===== src/rtl/ldpc_enc_pkg.sv =====
`default_nettype none
// ============================================================================
//  Module   : ldpc_enc_pkg
//  Purpose  : Shared constants and types for the LDPC encoder generator-matrix
//             ROM path (bank geometry, sequencer state encoding).
//  Revision : 1.0  initial release
// ============================================================================
package ldpc_enc_pkg;

  // Rows fetched per message block (depth of each generator ROM bank used)
  localparam int C_NUM_ADDR  = 19;
  // Number of parallel ROM banks sharing one address
  localparam int C_NUM_BANKS = 27;
  // Width of one row read from a single bank
  localparam int C_ROW_W     = 162;
  // Default ROM address width; 2^C_ADDR_W must cover C_NUM_ADDR
  localparam int C_ADDR_W    = 5;

  typedef enum logic [1:0] {
    IDLE  = 2'd0,
    RUN   = 2'd1,
    DRAIN = 2'd2
  } seq_state_t;

  typedef logic [C_ADDR_W-1:0] rom_addr_t;

endpackage
`default_nettype wire


===== src/rtl/g_rom_sequencer.sv =====
`default_nettype none
// ============================================================================
//  Module   : g_rom_sequencer
//  Purpose  : Walks the shared generator-ROM address 0..NUM_ADDR-1 once per
//             accepted message block and presents the 1-cycle-latency ROM
//             output as a valid/ready row stream with first/last markers.
//             Back-to-back blocks chain with no idle cycle; flush aborts.
//  Revision : 1.0  initial release
// ============================================================================
module g_rom_sequencer
  import ldpc_enc_pkg::*;
#(
  parameter int NUM_ADDR = C_NUM_ADDR,
  parameter int ADDR_W   = C_ADDR_W,
  parameter int CNT_W    = 16
) (
  input  logic              clk,
  input  logic              rst,
  input  logic              flush,
  input  logic              msg_valid,
  output logic              msg_ready,
  output logic [ADDR_W-1:0] addra,
  output logic              row_valid,
  output logic [ADDR_W-1:0] row_idx,
  output logic              row_first,
  output logic              row_last,
  input  logic              out_ready,
  output logic              blk_done,
  output logic              busy,
  output logic [CNT_W-1:0]  blk_cnt
);

  localparam logic [ADDR_W-1:0] LAST_ADDR = ADDR_W'(NUM_ADDR - 1);

  seq_state_t        state_q, state_d;
  logic [ADDR_W-1:0] addra_q, addra_d;
  logic [ADDR_W-1:0] row_idx_q, row_idx_d;
  logic              row_valid_q, row_valid_d;
  logic              blk_done_q, blk_done_d;
  logic [CNT_W-1:0]  blk_cnt_q, blk_cnt_d;

  logic w_issue;
  logic w_last_issue;
  logic w_row_taken;
  logic w_msg_ready;
  logic w_accept;

  // Next-state: address walk, row-valid stage, block completion and flush abort
  always_comb begin
    // A new address may be issued only when the output stage is empty or
    // being drained this cycle, so a stalled row stays on douta untouched.
    w_issue      = (state_q == RUN) && (!row_valid_q || out_ready);
    w_last_issue = w_issue && (addra_q == LAST_ADDR);
    w_row_taken  = row_valid_q && out_ready;

    w_msg_ready = 1'b0;
    if (!rst && !flush) begin
      w_msg_ready = (state_q == IDLE) || w_last_issue;
    end
    w_accept = msg_valid && w_msg_ready;

    state_d     = state_q;
    addra_d     = addra_q;
    row_idx_d   = row_idx_q;
    row_valid_d = row_valid_q;
    blk_done_d  = 1'b0;
    blk_cnt_d   = blk_cnt_q;

    if (w_issue) begin
      row_valid_d = 1'b1;
      row_idx_d   = addra_q;
    end else if (out_ready) begin
      row_valid_d = 1'b0;
    end

    if (w_row_taken && (row_idx_q == LAST_ADDR)) begin
      blk_done_d = 1'b1;
      blk_cnt_d  = blk_cnt_q + CNT_W'(1);
    end

    case (state_q)
      IDLE: begin
        if (w_accept) begin
          state_d = RUN;
          addra_d = '0;
        end
      end
      RUN: begin
        if (w_last_issue) begin
          // Wrap the address; chain straight into the next block if offered
          addra_d = '0;
          state_d = w_accept ? RUN : DRAIN;
        end else if (w_issue) begin
          addra_d = addra_q + ADDR_W'(1);
        end
      end
      DRAIN: begin
        if (w_row_taken) begin
          state_d = IDLE;
        end
      end
      default: begin
        state_d = IDLE;
        addra_d = '0;
      end
    endcase

    // Abort drops the partial block without counting it
    if (flush) begin
      state_d     = IDLE;
      addra_d     = '0;
      row_valid_d = 1'b0;
      blk_done_d  = 1'b0;
      blk_cnt_d   = blk_cnt_q;
    end
  end

  // State and datapath registers with synchronous reset
  always_ff @(posedge clk) begin
    if (rst) begin
      state_q     <= IDLE;
      addra_q     <= '0;
      row_idx_q   <= '0;
      row_valid_q <= 1'b0;
      blk_done_q  <= 1'b0;
      blk_cnt_q   <= '0;
    end else begin
      state_q     <= state_d;
      addra_q     <= addra_d;
      row_idx_q   <= row_idx_d;
      row_valid_q <= row_valid_d;
      blk_done_q  <= blk_done_d;
      blk_cnt_q   <= blk_cnt_d;
    end
  end

  assign msg_ready = w_msg_ready;
  assign addra     = addra_q;
  assign row_valid = row_valid_q;
  assign row_idx   = row_idx_q;
  assign row_first = row_valid_q && (row_idx_q == '0);
  assign row_last  = row_valid_q && (row_idx_q == LAST_ADDR);
  assign blk_done  = blk_done_q;
  assign busy      = (state_q != IDLE);
  assign blk_cnt   = blk_cnt_q;

endmodule
`default_nettype wire


===== config.mk =====
export PLATFORM = sky130hd
export DESIGN_NAME = g_rom_sequencer
export DESIGN_NICKNAME = d
export VERILOG_FILES = /design/src/rtl/ldpc_enc_pkg.sv /design/src/rtl/g_rom_sequencer.sv
export SDC_FILE = /design/constraint.sdc
export NUM_CORES = 1
export LEC_CHECK = 0
export ABC_AREA = 1
export ABC_CLOCK_PERIOD_IN_PS = 1250
export BUFFER_PORTS_ARGS = -buffer_cell sky130_fd_sc_hd__buf_2
export CAP_MARGIN = 40
export CORE_ASPECT_RATIO = 0.6
export CORE_UTILIZATION = 48
export DETAILED_ROUTE_END_ITERATION = 7
export PLACE_DENSITY = 0.75
export RECOVER_POWER = 50
export SLEW_MARGIN = 20
export SYNTH_ARGS = -nofsm -noshare
export SYNTH_HDL_FRONTEND = slang
export SYNTH_SLANG_ARGS = --single-unit

===== constraint.sdc =====
create_clock -name clk -period 1.25 [get_ports clk]
set_input_delay 0.25 -clock clk [delete_from_list [all_inputs] [get_ports clk]]
set_output_delay 0.25 -clock clk [all_outputs]
set_load 0.005 [all_outputs]

Word-level counts from Yosys, hierarchy flattened
Index checks and enable logic that the tools add are counted.
W data, S select, Z words.
{"block": "op_classes", "add_sub_neg": 2, "eq_ne": 8, "muxes": 13, "n_bitwise": 2, "n_reduce_logical": 21}
{"op": "$add A16 B1 Y16 const B", "n": 1}
{"op": "$mux W5", "n": 3}
{"op": "$pmux W5 S3", "n": 1}
{"op": "$eq A5 B5 Y1 const B", "n": 2}
{"op": "$logic_and A1 B1 Y1", "n": 8}
{"op": "$mux W2", "n": 4}
{"op": "$ne A2 B2 Y1 const B", "n": 3}
{"op": "$pmux W2 S3", "n": 1}
{"op": "$reduce_and A3 Y1", "n": 2}
{"op": "$add A5 B1 Y5 const B", "n": 1}
{"op": "$logic_not A5 Y1", "n": 1}
{"op": "$mux W1", "n": 4}
{"op": "$reduce_bool A2 Y1", "n": 2}
{"op": "$logic_not A1 Y1", "n": 3}
{"op": "$ne A3 B3 Y1 const B", "n": 1}
{"op": "$eq A2 B1 Y1 const B", "n": 1}
{"op": "$eq A2 B2 Y1 const B", "n": 1}
{"op": "$logic_not A2 Y1", "n": 1}
{"op": "$logic_or A1 B1 Y1", "n": 2}
{"op": "$not A1 Y1", "n": 2}
{"op": "$reduce_and A2 Y1", "n": 1}
{"op": "$reduce_or A2 Y1", "n": 1}
{"block": "totals", "ff_bits": 30, "inputBits": 5, "word_cells": 52}

Longest topological paths before layout
{"block": "logic_depth", "ltp_word": 10, "ltp_mapped": 10, "depth_no_buf": 10}

Worst setup path after synthesis
No wires, ideal clock.
{"block": "synth_path", "path_kind": "flip-flop to flip-flop", "from": "reg blk_cnt_q[0] (netlist: blk_cnt[0])", "to": "reg blk_cnt_q[8] (netlist: blk_cnt[8])", "t_arrival_ns": 1.231, "required_ns": 1.120, "slack_ns": -0.111, "stages_incl_launch_ff": 9, "period_less_slack_ns": 1.361, "path_cell_list": "dfxtp_1 > ha_1 > nand3_1 > nor2_2 > nand2_2 > nor2_2 > nand3_1 > nand2_1 > nor2_1"}
{"block": "synth_via", "elab_chain_cells": 1}
{"element": "from (decl)", "line_no": "g_rom_sequencer.sv:40", "text": "logic [CNT_W-1:0] blk_cnt_q, blk_cnt_d;"}
{"element": "from (signal assigned)", "line_no": "g_rom_sequencer.sv:133", "text": "blk_cnt_q <= blk_cnt_d;"}
{"element": "$add A16 B1 Y16", "line_no": "g_rom_sequencer.sv:78", "text": "blk_cnt_d = blk_cnt_q + CNT_W'(1);"}
No other way between the ends.
A chain may end at the register's enable or synchronous reset.

Final worst setup path
{"block": "layout_path", "from": "reg addra_q[0] (netlist: addra[0])", "to": "out msg_ready"}
{"block": "layout_via", "elab_chain_cells": 4}
{"element": "from (decl)", "line_no": "g_rom_sequencer.sv:36", "text": "logic [ADDR_W-1:0] addra_q, addra_d;"}
{"element": "from (signal assigned)", "line_no": "g_rom_sequencer.sv:129", "text": "addra_q <= addra_d;"}
{"element": "$eq A5 B5 Y1", "line_no": "g_rom_sequencer.sv:53", "text": "w_last_issue = w_issue && (addra_q == LAST_ADDR);"}
{"element": "$logic_and A1 B1 Y1", "line_no": "g_rom_sequencer.sv:53"}
{"element": "$logic_or A1 B1 Y1", "line_no": "g_rom_sequencer.sv:58", "text": "w_msg_ready = (state_q == IDLE) || w_last_issue;"}
{"element": "$mux W1", "line_no": "g_rom_sequencer.sv:57", "text": "if (!rst && !flush) begin"}
{"element": "to (decl)", "line_no": "g_rom_sequencer.sv:21", "text": "output logic msg_ready,"}
No other way between the ends.

==> results.ini <==
[power_and_ir_drop]
p_sw_mw = 0.5027
pwr-share-seq_pct = 49.1
swShare_pct = 25.52
peakVddDrop_v = 0.0007293
finalPower_mw = 1.970
pwr-share-comb_pct = 7.8
p_leak_nw = 1.123
p_int_mw = 1.467
powerDensity_mw_per_mm2 = 750.0
pwr-share-clk_pct = 43.1

[worst_setup_path]
r2r-start = addra[0]
critPathMaxStageDelay_ns = 0.33
crit_chain = inv_2 -> ha_4 -> nand4_1 -> nor2_4 -> inv_2 -> a21oi_2 -> buf_2
r2r_end = addra[4]
setup.worst_path.class = reg2out
timing.critical_path.mode_cell = inv_2
slowest_stage = dfxtp_2
worstPathArrival_ns = 1.34
rrSetupSlack_ns = -0.13
cp-end-kind = output pin
crit_path_end = msg_ready
critPathLaunch = addra[0]
required_ns = 1.00
r2r_cells = 10
worstPathMaxFanout = 2
crit_path_start_kind = flop

[sta]
setup-tns-final_ns = -2.063
fin_ws_ns = -0.3437
hold_violations = 0
finClkSkew_ns = 0.007859
slew_viol_final = 0
setup_viol = 23
finalCriticalPeriod_ns = 1.594
finalCritPeriodShare_pct = 127.5
tightest_slew_ns = 0.2711
max_freq_mhz = 627.5
slew_headroom_pct = 81.92
rsz0062_at_grt = true

[logic_synthesis]
synth_area_mm2 = 0.001659
syn_nets = 253
ys_top_cells_by_area = dfxtp_1 36%, nand2_1 13%, inv_1 6.8%, a21oi_1 6.6%, nor2_1 5.7%
ys_warn_count = 0
synth_top_cell_by_area = dfxtp_1
netlist_instances = 245
yosysTopAreaCellShare_pct = 36.20
synth-edff-count = 0
yosys_register_bits = 30
synth_ff_type = dfxtp_1
synth.avg_cell_area_um2 = 6.772
seq_area_frac_synth_pct = 36.20
synthArstFlopShare_pct = 0
synth_cell_types = 28

[layout]
syn_to_final_growth_pct = 58.30
final_area_mm2 = 0.002626
drive_gt1_share_pct = 52.55
nNetsFinal = 340
mostFrequentLayoutCell = nand2_1
antennaDiodeCount = 0
fill_cells = 214
final_core_util_pct = 79.99
layout_common_cells = 46 x nand2_1, 35 x buf_4, 34 x buf_2, 23 x inv_1, 21 x nor2_1

[clock_network]
cts_inserted_buffers = 5
cts.clk_slew.worst_paths_ns = 0.07
clock_sinks = 30
cts_max_path_buffers = 2
tritoncts = built
htreeDepth = 2
clockRootBuffer = clkbuf_8
cts_hold_buffers = 0
clk_latency_ns = 0.29

[placement]
dp_hpwl_um = 3351
numPortBuffers = 36
place_congestion = 0.9196
place_ws_ns = -0.1125
place_area_mm2 = 0.002172

[grt]
grt_pass1_wl_um = 7493
antenna_found_initial = 0
grt_pass1_vias = 1582
grt_overflow = 0
grt_use_total_pct = 27.23
grt_max_degree = 13

[die]
row_count = 16
die_x_um = 77.90
die_y_um = 47.54
io_pins = 37
dieArea_mm2 = 0.003703
initial_core_util_pct = 50.53
fp.coreArea_mm2 = 0.003283

[routing]
postRouteWirelength_um = 5677
ant_nets = 0
avgViaCountPerCell = 5.373
firstDrtPassIters = 5
vias = 2031
detail_route.wl_per_cell_um = 15.02
drt_iter0_markers = 214
drc = 0

[outcome]
status = complete, but fails checks
violations = negative setup slack

[min_path]
hold_class = in2reg
hp-start = msg_valid

[run]
drv_cap = 0

==> routing by layer <==
layer / track usage (%) / part of all wire, % / vias up / routed length, µm
met5: 0 / 0 / - / 0
met4: 8.889 / 0.76 / 0 / 43
met3: 7.048 / 8.4 / 8 / 477
met2: 37.35 / 45 / 91 / 2536
met1: 40.96 / 46 / 961 / 2619
li1: - / - / 971 / -
==> flip-flops by register name (all words and copies together), names as in the netlist <==
signal and count:
row_valid 1, state_q 2, row_idx 5, blk_cnt 16, blk_done 1, addra 5
==> through the flow <==
step,std cells,hold slack (ns)
after CTS,375,0.2511
after global routing,378,0.2965
after floorplan,245,0.4099
after detailed placement,360,0.4801
after global placement,360,0.4938
final,378,0.2845
==> logic make-up (layout without fill, tap and decap cells) <==
family	after synthesis	after routing	share of synthesized area, %
AOI/OAI and AO/OA	43	43	14.18
DFF	30	30	36.20
xor gates and xnor gates	1	1	0.5280
adders and majority gates	3	3	2.263
buffers and inverters	39	126	9.728
and+or+nand+nor	129	130	37.10
==> critical path, delay by kind of cell (launching register included) <==
kind / cells / cell delay (ns)
buffers and inverters: 3 / 0.23
adders and majority gates: 1 / 0.12
AOI/OAI and AO/OA: 1 / 0.10
and+or+nand+nor: 2 / 0.27
DFF: 1 / 0.33
==> layout make-up <==
class / instances / area (µm²) / share of cell area, %
clock inverter: 2 / 12.51 / 0.4764
clock buffer: 6 / 82.58 / 3.144
multi-input combinational: 177 / 1156 / 44.02
sequential: 30 / 615.6 / 23.44
timing repair buffer: 82 / 561.8 / 21.39
tap: 45 / 56.30 / 2.144
inverter: 35 / 133.9 / 5.098
timing repair inverter: 1 / 7.507 / 0.2859
==> what timing repair did <==
action | in CTS | in global routing
gates cloned | 1 | 1
gates resized for setup | 27 | 67
pin swaps | 17 | 22
setup buffers | 8 | 4
setup endpoints to repair | 14 | 31
==> power groups by stage <==
stage | Combinational, mW | Sequential, mW | Clock, mW
after floorplan | 0.0518 | 0.990 | 0
after global placement | 0.107 | 0.988 | 0
after detailed placement | 0.110 | 0.988 | 0
after CTS | 0.124 | 0.967 | 0.848
after global routing | 0.164 | 0.966 | 0.892
final | 0.154 | 0.967 | 0.849
==> synthesized netlist by cell type (all sizes together), types with 2 or more instances <==
master	n
inv	34
ha	3
a21oi	24
nand3	13
buf	2
nor2	35
nand2	67
clkbuf	2
nand4	10
nor3	2
o21ai	15
dfxtp	30
==> worst min-delay path by stage <==
stage	end	slack, ns	depth (start not counted)
after global placement	row_idx[2]	0.49	2
after detailed placement	row_idx[2]	0.48	2
final	state_q[0]	0.28	3
after global routing	state_q[0]	0.30	3
after CTS	state_q[0]	0.25	3
after floorplan	state_q[0]	0.41	2
No activity file was read; power rests on OpenSTA's default activity.
